--- src/rtl/exe_pkg.sv ---
// Shared definitions for the execute stage: ALU op codes, forwarding selects
// and the multiplier sequencer states.
package exe_pkg;

  localparam logic [3:0] ALU_AND = 4'b0000;
  localparam logic [3:0] ALU_OR  = 4'b0001;
  localparam logic [3:0] ALU_ADD = 4'b0010;
  localparam logic [3:0] ALU_SUB = 4'b0110;
  localparam logic [3:0] ALU_SLT = 4'b0111;
  localparam logic [3:0] ALU_SLL = 4'b1001;
  localparam logic [3:0] ALU_SRL = 4'b1010;
  localparam logic [3:0] ALU_SRA = 4'b1011;
  localparam logic [3:0] ALU_MUL = 4'b1101;

  localparam logic [1:0] FWD_RF  = 2'b00;
  localparam logic [1:0] FWD_MEM = 2'b01;
  localparam logic [1:0] FWD_WB  = 2'b10;

  typedef enum logic {
    ST_IDLE = 1'b0,
    ST_MUL  = 1'b1
  } mul_state_e;

endpackage

--- src/rtl/mul_iter.sv ---
// Iterative shift-add multiplier returning the low XLEN bits of a*b.
// busy covers the issue cycle and every iteration except the last one.
module mul_iter
  import exe_pkg::*;
#(
  parameter int XLEN = 32
) (
  input  logic            clk,
  input  logic            rst,
  input  logic            start,
  input  logic            abort,
  input  logic [XLEN-1:0] a,
  input  logic [XLEN-1:0] b,
  output logic            busy,
  output logic            last,
  output logic [XLEN-1:0] product
);

  localparam int CW = $clog2(XLEN);

  mul_state_e      r_state;
  logic [XLEN-1:0] r_mcand;
  logic [XLEN-1:0] r_mplier;
  logic [XLEN-1:0] r_acc;
  logic [CW-1:0]   r_cnt;

  logic            w_idle;
  logic            w_cnt_zero;
  logic [XLEN-1:0] w_pp;
  logic [XLEN-1:0] w_acc_next;

  assign w_idle     = (r_state == ST_IDLE);
  assign w_cnt_zero = (r_cnt == {CW{1'b0}});
  assign w_pp       = r_mplier[0] ? r_mcand : {XLEN{1'b0}};
  assign w_acc_next = r_acc + w_pp;

  // Final cycle folds the last partial product in combinationally.
  assign busy    = rst & ~abort & ((w_idle & start) | (~w_idle & ~w_cnt_zero));
  assign last    = rst & ~abort & ~w_idle & w_cnt_zero;
  assign product = w_acc_next;

  always_ff @(posedge clk or negedge rst) begin
    if (!rst) begin
      r_state  <= ST_IDLE;
      r_mcand  <= {XLEN{1'b0}};
      r_mplier <= {XLEN{1'b0}};
      r_acc    <= {XLEN{1'b0}};
      r_cnt    <= {CW{1'b0}};
    end else if (abort) begin
      r_state <= ST_IDLE;
      r_cnt   <= {CW{1'b0}};
    end else begin
      case (r_state)
        ST_IDLE: begin
          if (start) begin
            r_mcand  <= a;
            r_mplier <= b;
            r_acc    <= {XLEN{1'b0}};
            r_cnt    <= CW'(XLEN - 1);
            r_state  <= ST_MUL;
          end
        end
        ST_MUL: begin
          r_acc    <= w_acc_next;
          r_mcand  <= {r_mcand[XLEN-2:0], 1'b0};
          r_mplier <= {1'b0, r_mplier[XLEN-1:1]};
          if (w_cnt_zero) begin
            r_state <= ST_IDLE;
          end else begin
            r_cnt <= r_cnt - {{(CW-1){1'b0}}, 1'b1};
          end
        end
        default: r_state <= ST_IDLE;
      endcase
    end
  end

endmodule

--- src/rtl/exe_stage_mc.sv ---
// RISC-V execute stage: operand forwarding, inline ALU, registered EX/MEM
// outputs and a stalling multi-cycle multiplier. Requires PCW < XLEN.
module exe_stage_mc
  import exe_pkg::*;
#(
  parameter int XLEN = 32,
  parameter int PCW  = 8,
  parameter int RW   = 5,
  parameter int SHW  = $clog2(XLEN)
) (
  input  logic            clk,
  input  logic            rst,
  input  logic            nos,
  input  logic            in_valid,
  input  logic            ctl_alusrc_in,
  input  logic            ctl_memtoreg_in,
  input  logic            ctl_regwrite_in,
  input  logic            ctl_link_in,
  input  logic [3:0]      alu_ctl_in,
  input  logic [1:0]      fwd_a_in,
  input  logic [1:0]      fwd_b_in,
  input  logic [RW-1:0]   rd_in,
  input  logic [XLEN-1:0] rs1_data_in,
  input  logic [XLEN-1:0] rs2_data_in,
  input  logic [XLEN-1:0] imm_in,
  input  logic [XLEN-1:0] mem_fwd_in,
  input  logic [XLEN-1:0] wb_fwd_in,
  input  logic [PCW-1:0]  pc4_in,
  output logic            busy_out,
  output logic            out_valid,
  output logic            ctl_memtoreg_out,
  output logic            ctl_regwrite_out,
  output logic [RW-1:0]   rd_out,
  output logic [XLEN-1:0] alu_result_out,
  output logic [XLEN-1:0] mem_wdata_out
);

  logic [XLEN-1:0] w_op_a;
  logic [XLEN-1:0] w_fwd_b;
  logic [XLEN-1:0] w_op_b;
  logic [SHW-1:0]  w_shamt;
  logic [XLEN-1:0] w_alu;
  logic [XLEN-1:0] w_result;
  logic [XLEN-1:0] w_product;
  logic            w_is_mul;
  logic            w_mul_busy;
  logic            w_mul_last;

  always_comb begin
    case (fwd_a_in)
      FWD_MEM: w_op_a = mem_fwd_in;
      FWD_WB:  w_op_a = wb_fwd_in;
      default: w_op_a = rs1_data_in;
    endcase
    case (fwd_b_in)
      FWD_MEM: w_fwd_b = mem_fwd_in;
      FWD_WB:  w_fwd_b = wb_fwd_in;
      default: w_fwd_b = rs2_data_in;
    endcase
  end

  assign w_op_b  = ctl_alusrc_in ? imm_in : w_fwd_b;
  assign w_shamt = w_op_b[SHW-1:0];

  // MUL and unknown codes yield zero here; the product comes from mul_iter.
  always_comb begin
    w_alu = {XLEN{1'b0}};
    case (alu_ctl_in)
      ALU_AND: w_alu = w_op_a & w_op_b;
      ALU_OR:  w_alu = w_op_a | w_op_b;
      ALU_ADD: w_alu = w_op_a + w_op_b;
      ALU_SUB: w_alu = w_op_a - w_op_b;
      ALU_SLT: w_alu = {{(XLEN-1){1'b0}}, ($signed(w_op_a) < $signed(w_op_b))};
      ALU_SLL: w_alu = w_op_a << w_shamt;
      ALU_SRL: w_alu = w_op_a >> w_shamt;
      ALU_SRA: w_alu = $unsigned($signed(w_op_a) >>> w_shamt);
      default: w_alu = {XLEN{1'b0}};
    endcase
  end

  assign w_result = ctl_link_in ? {{(XLEN-PCW){1'b0}}, pc4_in} : w_alu;
  assign w_is_mul = in_valid & (alu_ctl_in == ALU_MUL);

  mul_iter #(
    .XLEN(XLEN)
  ) u_mul (
    .clk    (clk),
    .rst    (rst),
    .start  (w_is_mul),
    .abort  (nos),
    .a      (w_op_a),
    .b      (w_op_b),
    .busy   (w_mul_busy),
    .last   (w_mul_last),
    .product(w_product)
  );

  assign busy_out = w_mul_busy;

  always_ff @(posedge clk or negedge rst) begin
    if (!rst) begin
      out_valid        <= 1'b0;
      ctl_memtoreg_out <= 1'b0;
      ctl_regwrite_out <= 1'b0;
      rd_out           <= {RW{1'b0}};
      alu_result_out   <= {XLEN{1'b0}};
      mem_wdata_out    <= {XLEN{1'b0}};
    end else if (nos) begin
      out_valid        <= 1'b0;
      ctl_memtoreg_out <= 1'b0;
      ctl_regwrite_out <= 1'b0;
      rd_out           <= rd_in;
      alu_result_out   <= w_result;
      mem_wdata_out    <= w_fwd_b;
    end else if (w_mul_last) begin
      out_valid        <= 1'b1;
      ctl_memtoreg_out <= ctl_memtoreg_in;
      ctl_regwrite_out <= ctl_regwrite_in;
      rd_out           <= rd_in;
      alu_result_out   <= w_product;
      mem_wdata_out    <= w_fwd_b;
    end else if (w_mul_busy) begin
      out_valid        <= 1'b0;
      ctl_memtoreg_out <= 1'b0;
      ctl_regwrite_out <= 1'b0;
    end else begin
      out_valid        <= in_valid;
      ctl_memtoreg_out <= in_valid & ctl_memtoreg_in;
      ctl_regwrite_out <= in_valid & ctl_regwrite_in;
      rd_out           <= rd_in;
      alu_result_out   <= w_result;
      mem_wdata_out    <= w_fwd_b;
    end
  end

endmodule
--- config.mk ---
export PLATFORM = sky130hd
export DESIGN_NAME = exe_stage_mc
export DESIGN_NICKNAME = d
export VERILOG_FILES = /design/src/rtl/exe_pkg.sv /design/src/rtl/mul_iter.sv /design/src/rtl/exe_stage_mc.sv
export SDC_FILE = /design/constraint.sdc
export NUM_CORES = 1
export LEC_CHECK = 0
export ABC_AREA = 0
export BUFFER_PORTS_ARGS = -buffer_cell sky130_fd_sc_hd__buf_2
export CAP_MARGIN = 20
export CORE_AREA = 2 2 350 248
export DETAILED_ROUTE_END_ITERATION = 7
export DIE_AREA = 0 0 352 250
export PLACE_DENSITY = 0.4
export SLEW_MARGIN = 25
export SYNTH_ARGS = -nofsm -noshare
export SYNTH_HDL_FRONTEND = slang
export SYNTH_HIERARCHICAL = 1
export SYNTH_SLANG_ARGS = --single-unit
--- constraint.sdc ---
create_clock -name clk -period 5.6 [get_ports clk]
set_input_delay 1.4 -clock clk [delete_from_list [all_inputs] [get_ports clk]]
set_output_delay 1.4 -clock clk [all_outputs]
set_load 0.05 [all_outputs]
Yosys cells after proc, flatten, opt, wreduce, memory -nomap -nowiden:

Cells that the tools add are included.

* register bits after elaboration: 174
* word-level logic and storage cells: 92

* bitwise logic cells: 15
* order comparisons: 1
* add/subtract/negate cells: 4
* reductions and logical operators: 4
* mux-type cells: 38
* equality and inequality tests: 16
* shifts and indexed selects: 3

Operators with widths (count)
* 32-bit two-way mux: 12
* 32-bit case mux with 2 select lines: 5
* 32-bit case mux with 8 select lines: 1
* 32-bit adder: 2
* 32-bit bitwise AND: 1
* 32-bit less-than comparator: 1
* 32-bit bitwise OR: 1
* 32-bit by 5-bit << shifter with 32-bit output: 1
* 32-bit by 5-bit right shift with 32-bit output: 1
* 32-bit by 5-bit >>> shifter with 32-bit output: 1
* 32-bit subtractor: 1
* 5-bit two-way mux: 6
* 4-bit == test (second input constant): 4
* 1-bit two-way mux: 12
* 5-bit case mux with 2 select lines: 1
* 1-bit bitwise AND: 9
* 4-bit by 3-bit == test with 1-bit output (second input constant): 2
* 3-bit by 2-bit inequality test with 1-bit output (second input constant): 2
* 5-bit logical NOT: 1
* 5-bit by 1-bit subtractor with 5-bit output (second input constant): 1
* 2-bit by 1-bit == test with 1-bit output (second input constant): 2
* 2-bit == test (second input constant): 2
* 4-bit by 1-bit == test with 1-bit output (second input constant): 1
* 4-bit by 2-bit == test with 1-bit output (second input constant): 1
* 7 further kinds: 10

Longest topological paths before layout:

* word-level depth: 9
* mapped depth: 21
* mapped depth without buffers: 18

By module:

The synthesis kept the hierarchy.

Modules (own cells, without submodules)
* exe_stage_mc: cells each 1864, instances 1, area each 12896.1 µm²
* mul_iter: cells each 695, instances 1, area each 6485.0 µm²

Worst setup path before layout:

No wires, ideal clock.

* path type: in2reg
* from: input port fwd_b_in[0]
* to: register alu_result_out[22]
* cell stages on the path: 19
* library setup time: 0.130 ns
* arrival time: 5.422 ns
* setup slack: 0.049 ns
* buffers on the path: 4
* cells stage by stage: inv_1 -> ha_1 -> buf_2 -> a221oi_1 -> o31a_1 -> clkbuf_1 -> buf_1 -> clkbuf_1 -> ha_1 -> inv_1 -> o21bai_1 -> a311o_1 -> a2111oi_1 -> nor3_1 -> a211o_1 -> o21ai_1 -> xnor2_1 -> a221oi_1 -> a21oi_1

* longest elaborated chain between the ends: 9

RTL lines
* start: declaration: line exe_stage_mc.sv:21 `input logic [1:0] fwd_b_in,`
* 2-bit == test or 2-bit by 1-bit == test with 1-bit output (tied branches): line exe_stage_mc.sv:55 `case (fwd_b_in)`
* 32-bit case mux with 2 select lines *: line exe_stage_mc.sv:55
* 32-bit two-way mux *: line exe_stage_mc.sv:62 `assign w_op_b = ctl_alusrc_in ? imm_in : w_fwd_b;`
* 32-bit subtractor (tied with other cells): line exe_stage_mc.sv:72 `ALU_SUB: w_alu = w_op_a - w_op_b;`
* 32-bit case mux with 8 select lines *: line exe_stage_mc.sv:68 `case (alu_ctl_in)`
* 32-bit two-way mux *: line exe_stage_mc.sv:81 `assign w_result = ctl_link_in ? {{(XLEN-PCW){1'b0}}, pc4_in} : w_alu;`
* 32-bit two-way mux: line exe_stage_mc.sv:122 `end else if (w_mul_busy) begin`
* 32-bit two-way mux: line exe_stage_mc.sv:115 `end else if (w_mul_last) begin`
* 32-bit two-way mux *: line exe_stage_mc.sv:108 `end else if (nos) begin`
* end signal: assignment: line exe_stage_mc.sv:106 `alu_result_out <= {XLEN{1'b0}};`
* end signal: assignment: line exe_stage_mc.sv:113 `alu_result_out <= w_result;`
* end signal: assignment: line exe_stage_mc.sv:120 `alu_result_out <= w_product;`
* end: declaration: line exe_stage_mc.sv:34 `output logic [XLEN-1:0] alu_result_out,`

Every way passes the cells marked *; elsewhere a longest branch is shown, timed or not. The select of a mux whose other input is x is not followed.
A chain may end at the register's enable or synchronous reset.

Worst setup path in the final report:

* from: input port fwd_b_in[0]
* to: register alu_result_out[0]

* longest elaborated chain between the ends: 9

RTL lines (line)
* 2-bit == test or 2-bit by 1-bit == test with 1-bit output (tied branches): exe_stage_mc.sv:55
* 32-bit case mux with 2 select lines *: exe_stage_mc.sv:55
* 32-bit two-way mux *: exe_stage_mc.sv:62
* 32-bit subtractor (tied with other cells): exe_stage_mc.sv:72
* 32-bit case mux with 8 select lines *: exe_stage_mc.sv:68
* 32-bit two-way mux *: exe_stage_mc.sv:81
* 32-bit two-way mux: exe_stage_mc.sv:122
* 32-bit two-way mux: exe_stage_mc.sv:115
* 32-bit two-way mux *: exe_stage_mc.sv:108

Marks and branches as above.

==> results.json <==
{
  "switchingPower_mw": 3.08,
  "pin_count": 262,
  "antenna_found_initial": 4,
  "cts_tree": "done",
  "p_leak_nw": 11.5,
  "synth.net_count": 2889,
  "h-tree-depth": 4,
  "synth.most_common_cell": "nand2_1",
  "avgRoutedWirePerCell_um": 26.6,
  "place_ws_ps": -774,
  "status": "finished, final reports clean",
  "dieArea_mm2": 0.0880,
  "crit_required_ps": 6010,
  "setup_viol": 0,
  "synthFlopType": "dfrtp_1",
  "clk_latency_ps": 540,
  "synth_edf_count": 0,
  "wl_um": 112000,
  "slew_headroom_pct": 24.0,
  "cts_setup_buffers": 0,
  "ys_seq_area_share_pct": 22.5,
  "yosysWarnings": 6,
  "p_sw_share_pct": 46.9,
  "cp_top_family": "compound AO/OA/AOI/OAI gates",
  "dr.pass1.iters": 5,
  "die_y_um": 250,
  "crit_chain": "buf_2, inv_1, ha_1, buf_4, a221o_1, o221ai_4, inv_4, ha_1, inv_1, fa_1, a21oi_1, o21bai_1, a311o_1, buf_4, a22oi_1, a32o_1, o21a_1, o21ai_1, nand3b_1, a31oi_4, o21ai_1",
  "ant_nets": 0,
  "fmax_mhz": 184,
  "grt_setup_unrepaired": "false",
  "crit_path_max_incr_delay_ps": 430,
  "ys_types": 97,
  "rows": 90,
  "cts_num_sinks": 174,
  "path_buf_inv": 6,
  "port_buffers": 261,
  "grt_usage_pct": 25.0,
  "p_seq_share_pct": 24.3,
  "combPwrFrac_pct": 55.3,
  "worst_pin_slew_ps": 1140,
  "power_density_mw_per_mm2": 260,
  "path_class": "in2reg",
  "ir_drop_v": 0.000271,
  "dr_total_vias": 22500,
  "finalCritPeriodShare_pct": 97.2,
  "syn_area_mm2": 0.0194,
  "async_flop_share_pct": 100,
  "drt-initial-drc-count": 2206,
  "synthTopCellsByCount": "nand2_1 (335), o21ai_0 (262), nor2_1 (188)",
  "clkPwrFrac_pct": 20.4,
  "critical_path.max_fanout": 7,
  "start_util_pct": 22.8,
  "path_clk_slew_ps": 80,
  "drt-vias-per-instance": 5.33,
  "grt_pass1_vias": 21900,
  "gp_congestion": 1.01,
  "synth_top_cell_by_area": "dfrtp_1",
  "netlist_instances": 2559,
  "area_delta_synth_final_pct": 30.0,
  "cts_buffer_depth": 2,
  "fin_ws_ps": 158,
  "clock_skew_ps": 13.5,
  "holdWs_ps": 470,
  "drive_above_1_share_pct": 25.0,
  "post-route-drc-count": 0,
  "nets": 3386,
  "crit_arrival_ps": 5850,
  "hpwlAfterDp_um": 92100,
  "coreArea_mm2": 0.0850,
  "die_w_um": 352,
  "maxSlewViolCount": 0,
  "yosysTopAreaCellShare_pct": 22.5,
  "drv_cap": 0,
  "fin_util_pct": 29.6,
  "synth_area_leaders": "dfrtp_1 (22%), mux2i_1 (9.1%), ha_1 (8.9%)",
  "power_mw": 6.56,
  "ys_seq_elements": 174,
  "holdCritPathClass": "reg2reg",
  "overflow": 0,
  "cts_buffers": 17,
  "tns_ps": 0,
  "worstSetupEndpointType": "register",
  "p_int_mw": 3.48,
  "layout_min_cycle_time_ps": 5440,
  "start_kind": "input pin",
  "synth_area_per_cell_um2": 7.57,
  "fillerInstances": 9254,
  "grt_pass1_wl_um": 160000,
  "root_buffer": "clkbuf_16",
  "grt_max_degree": 83,
  "hold_viol": 0,
  "cpMaxStageDelayCell": "a31oi_4"
}
-- worst paths after layout --
check / from / end / slack, ps / cells past startpoint
max: fwd_b_in[0] / alu_result_out[0]$_DFFE_PN0P_ / 160 / 21
min: rd_out[3]$_DFFE_PN0P_ / rd_out[3]$_DFFE_PN0P_ / 470 / 2
max reg2reg: u_mul/r_mplier[0]$_DFFE_PN0P_ / alu_result_out[31]$_DFFE_PN0P_ / 840 / 15
min reg2reg: rd_out[3]$_DFFE_PN0P_ / rd_out[3]$_DFFE_PN0P_ / 470 / 2
max in group asynchronous: rst / alu_result_out[12]$_DFFE_PN0P_ / 2930 / 3
min in group asynchronous: rst / u_mul/r_mplier[28]$_DFFE_PN0P_ / 740 / 1
-- sequential cells by signal, summed over array words and instances (netlist names) --
register	count
u_mul/r_acc	32
u_mul/r_mplier	32
alu_result_out	32
out_valid	1
u_mul/r_state	1
mem_wdata_out	32
u_mul/r_mcand	32
rd_out	5
u_mul/r_cnt	5
ctl_regwrite_out	1
ctl_memtoreg_out	1
-- cells in the final DEF (no fill, tap or decap), types with 19 or more instances in the layout --
master	Yosys	final
and2_1	49	49
ha_1	138	136
dfrtp_1	174	173
nand3_1	46	46
nand2_1	335	335
o211ai_1	26	26
buf_4	4	396
o21ai_1	31	35
xnor2_1	40	40
mux2i_1	176	175
a221o_1	38	38
o21a_1	30	30
a31oi_1	26	25
a22o_1	29	29
nor2_1	188	188
a21oi_1	180	180
o22ai_1	21	21
a211oi_1	29	29
a221oi_1	21	21
a22oi_1	50	50
buf_2	20	260
nor3_1	41	39
a21o_1	32	32
inv_1	107	106
o21ai_0	262	258
o31ai_1	19	19
nand2b_1	26	26
-- worst register-to-register path, cell delays in order (launching register included) --
cell       delay (ps)
dfrtp_1           840
and2_1            320
ha_1              270
a211oi_2          220
o21ai_2           170
a2111oi_4         540
nor3_2            160
a311oi_2          360
o21ai_0           150
xor2_1            210
a22o_1            280
a2111oi_0         440
o21ai_0           160
nor3_1            290
buf_4             170
a31oi_1            70
-- cell families after synthesis --
kind of cell | after synthesis | synth area share, %
adders and majority gates | 141 | 9.22
muxes | 197 | 10.4
AOI/OAI and AO/OA | 919 | 31.3
DFF | 174 | 22.5
xor gates and xnor gates | 54 | 2.44
and+or+nand+nor | 773 | 17.9
buffers and inverters | 301 | 6.22
-- timing repair --
action,CTS,global route
hold buffers,0,0
gates resized for setup,1,9
pin swaps,0,2
setup endpoints to repair,1,3
-- metrics by stage --
| stage | instances | instance area, um^2 |
|---|---|---|
| CTS | 4219 | 25200 |
| detailed placement | 4187 | 24600 |
| finish | 4220 | 25200 |
| global route | 4220 | 25200 |
| global placement | 4187 | 24600 |
| floorplan | 2559 | 19400 |
-- power groups by stage --
| stage | clock [mW] | sequential, mW | combinational (mW) |
|---|---|---|---|
| floorplan | 0 | 1.74 | 1.72 |
| global placement | 0 | 1.62 | 3.55 |
| detailed placement | 0 | 1.62 | 3.53 |
| CTS | 1.40 | 1.60 | 3.54 |
| global route | 1.44 | 1.63 | 3.86 |
| finish | 1.34 | 1.60 | 3.63 |
-- metal layers --
metal	vias to the layer above	track usage, %	wire length, um
met4	0	5.42	2200
met5	-	0	0
met1	11200	36.9	54900
met2	856	36.6	46800
li1	10300	-	-
met3	101	5.46	8350
-- final cells by class --
cell class / count / area [um^2] / share of cell area [%]
Tap cell: 1150 / 1440 / 5.71
Sequential cell: 174 / 4360 / 17.3
Timing Repair Buffer: 667 / 4490 / 17.8
Antenna cell: 1 / 2.50 / 0.00993
Clock inverter: 12 / 153 / 0.606
Clock buffer: 20 / 447 / 1.77
Multi-Input combinational cell: 2084 / 13900 / 55.1
Inverter: 112 / 423 / 1.68
Power figures use the tool's default switching activity.
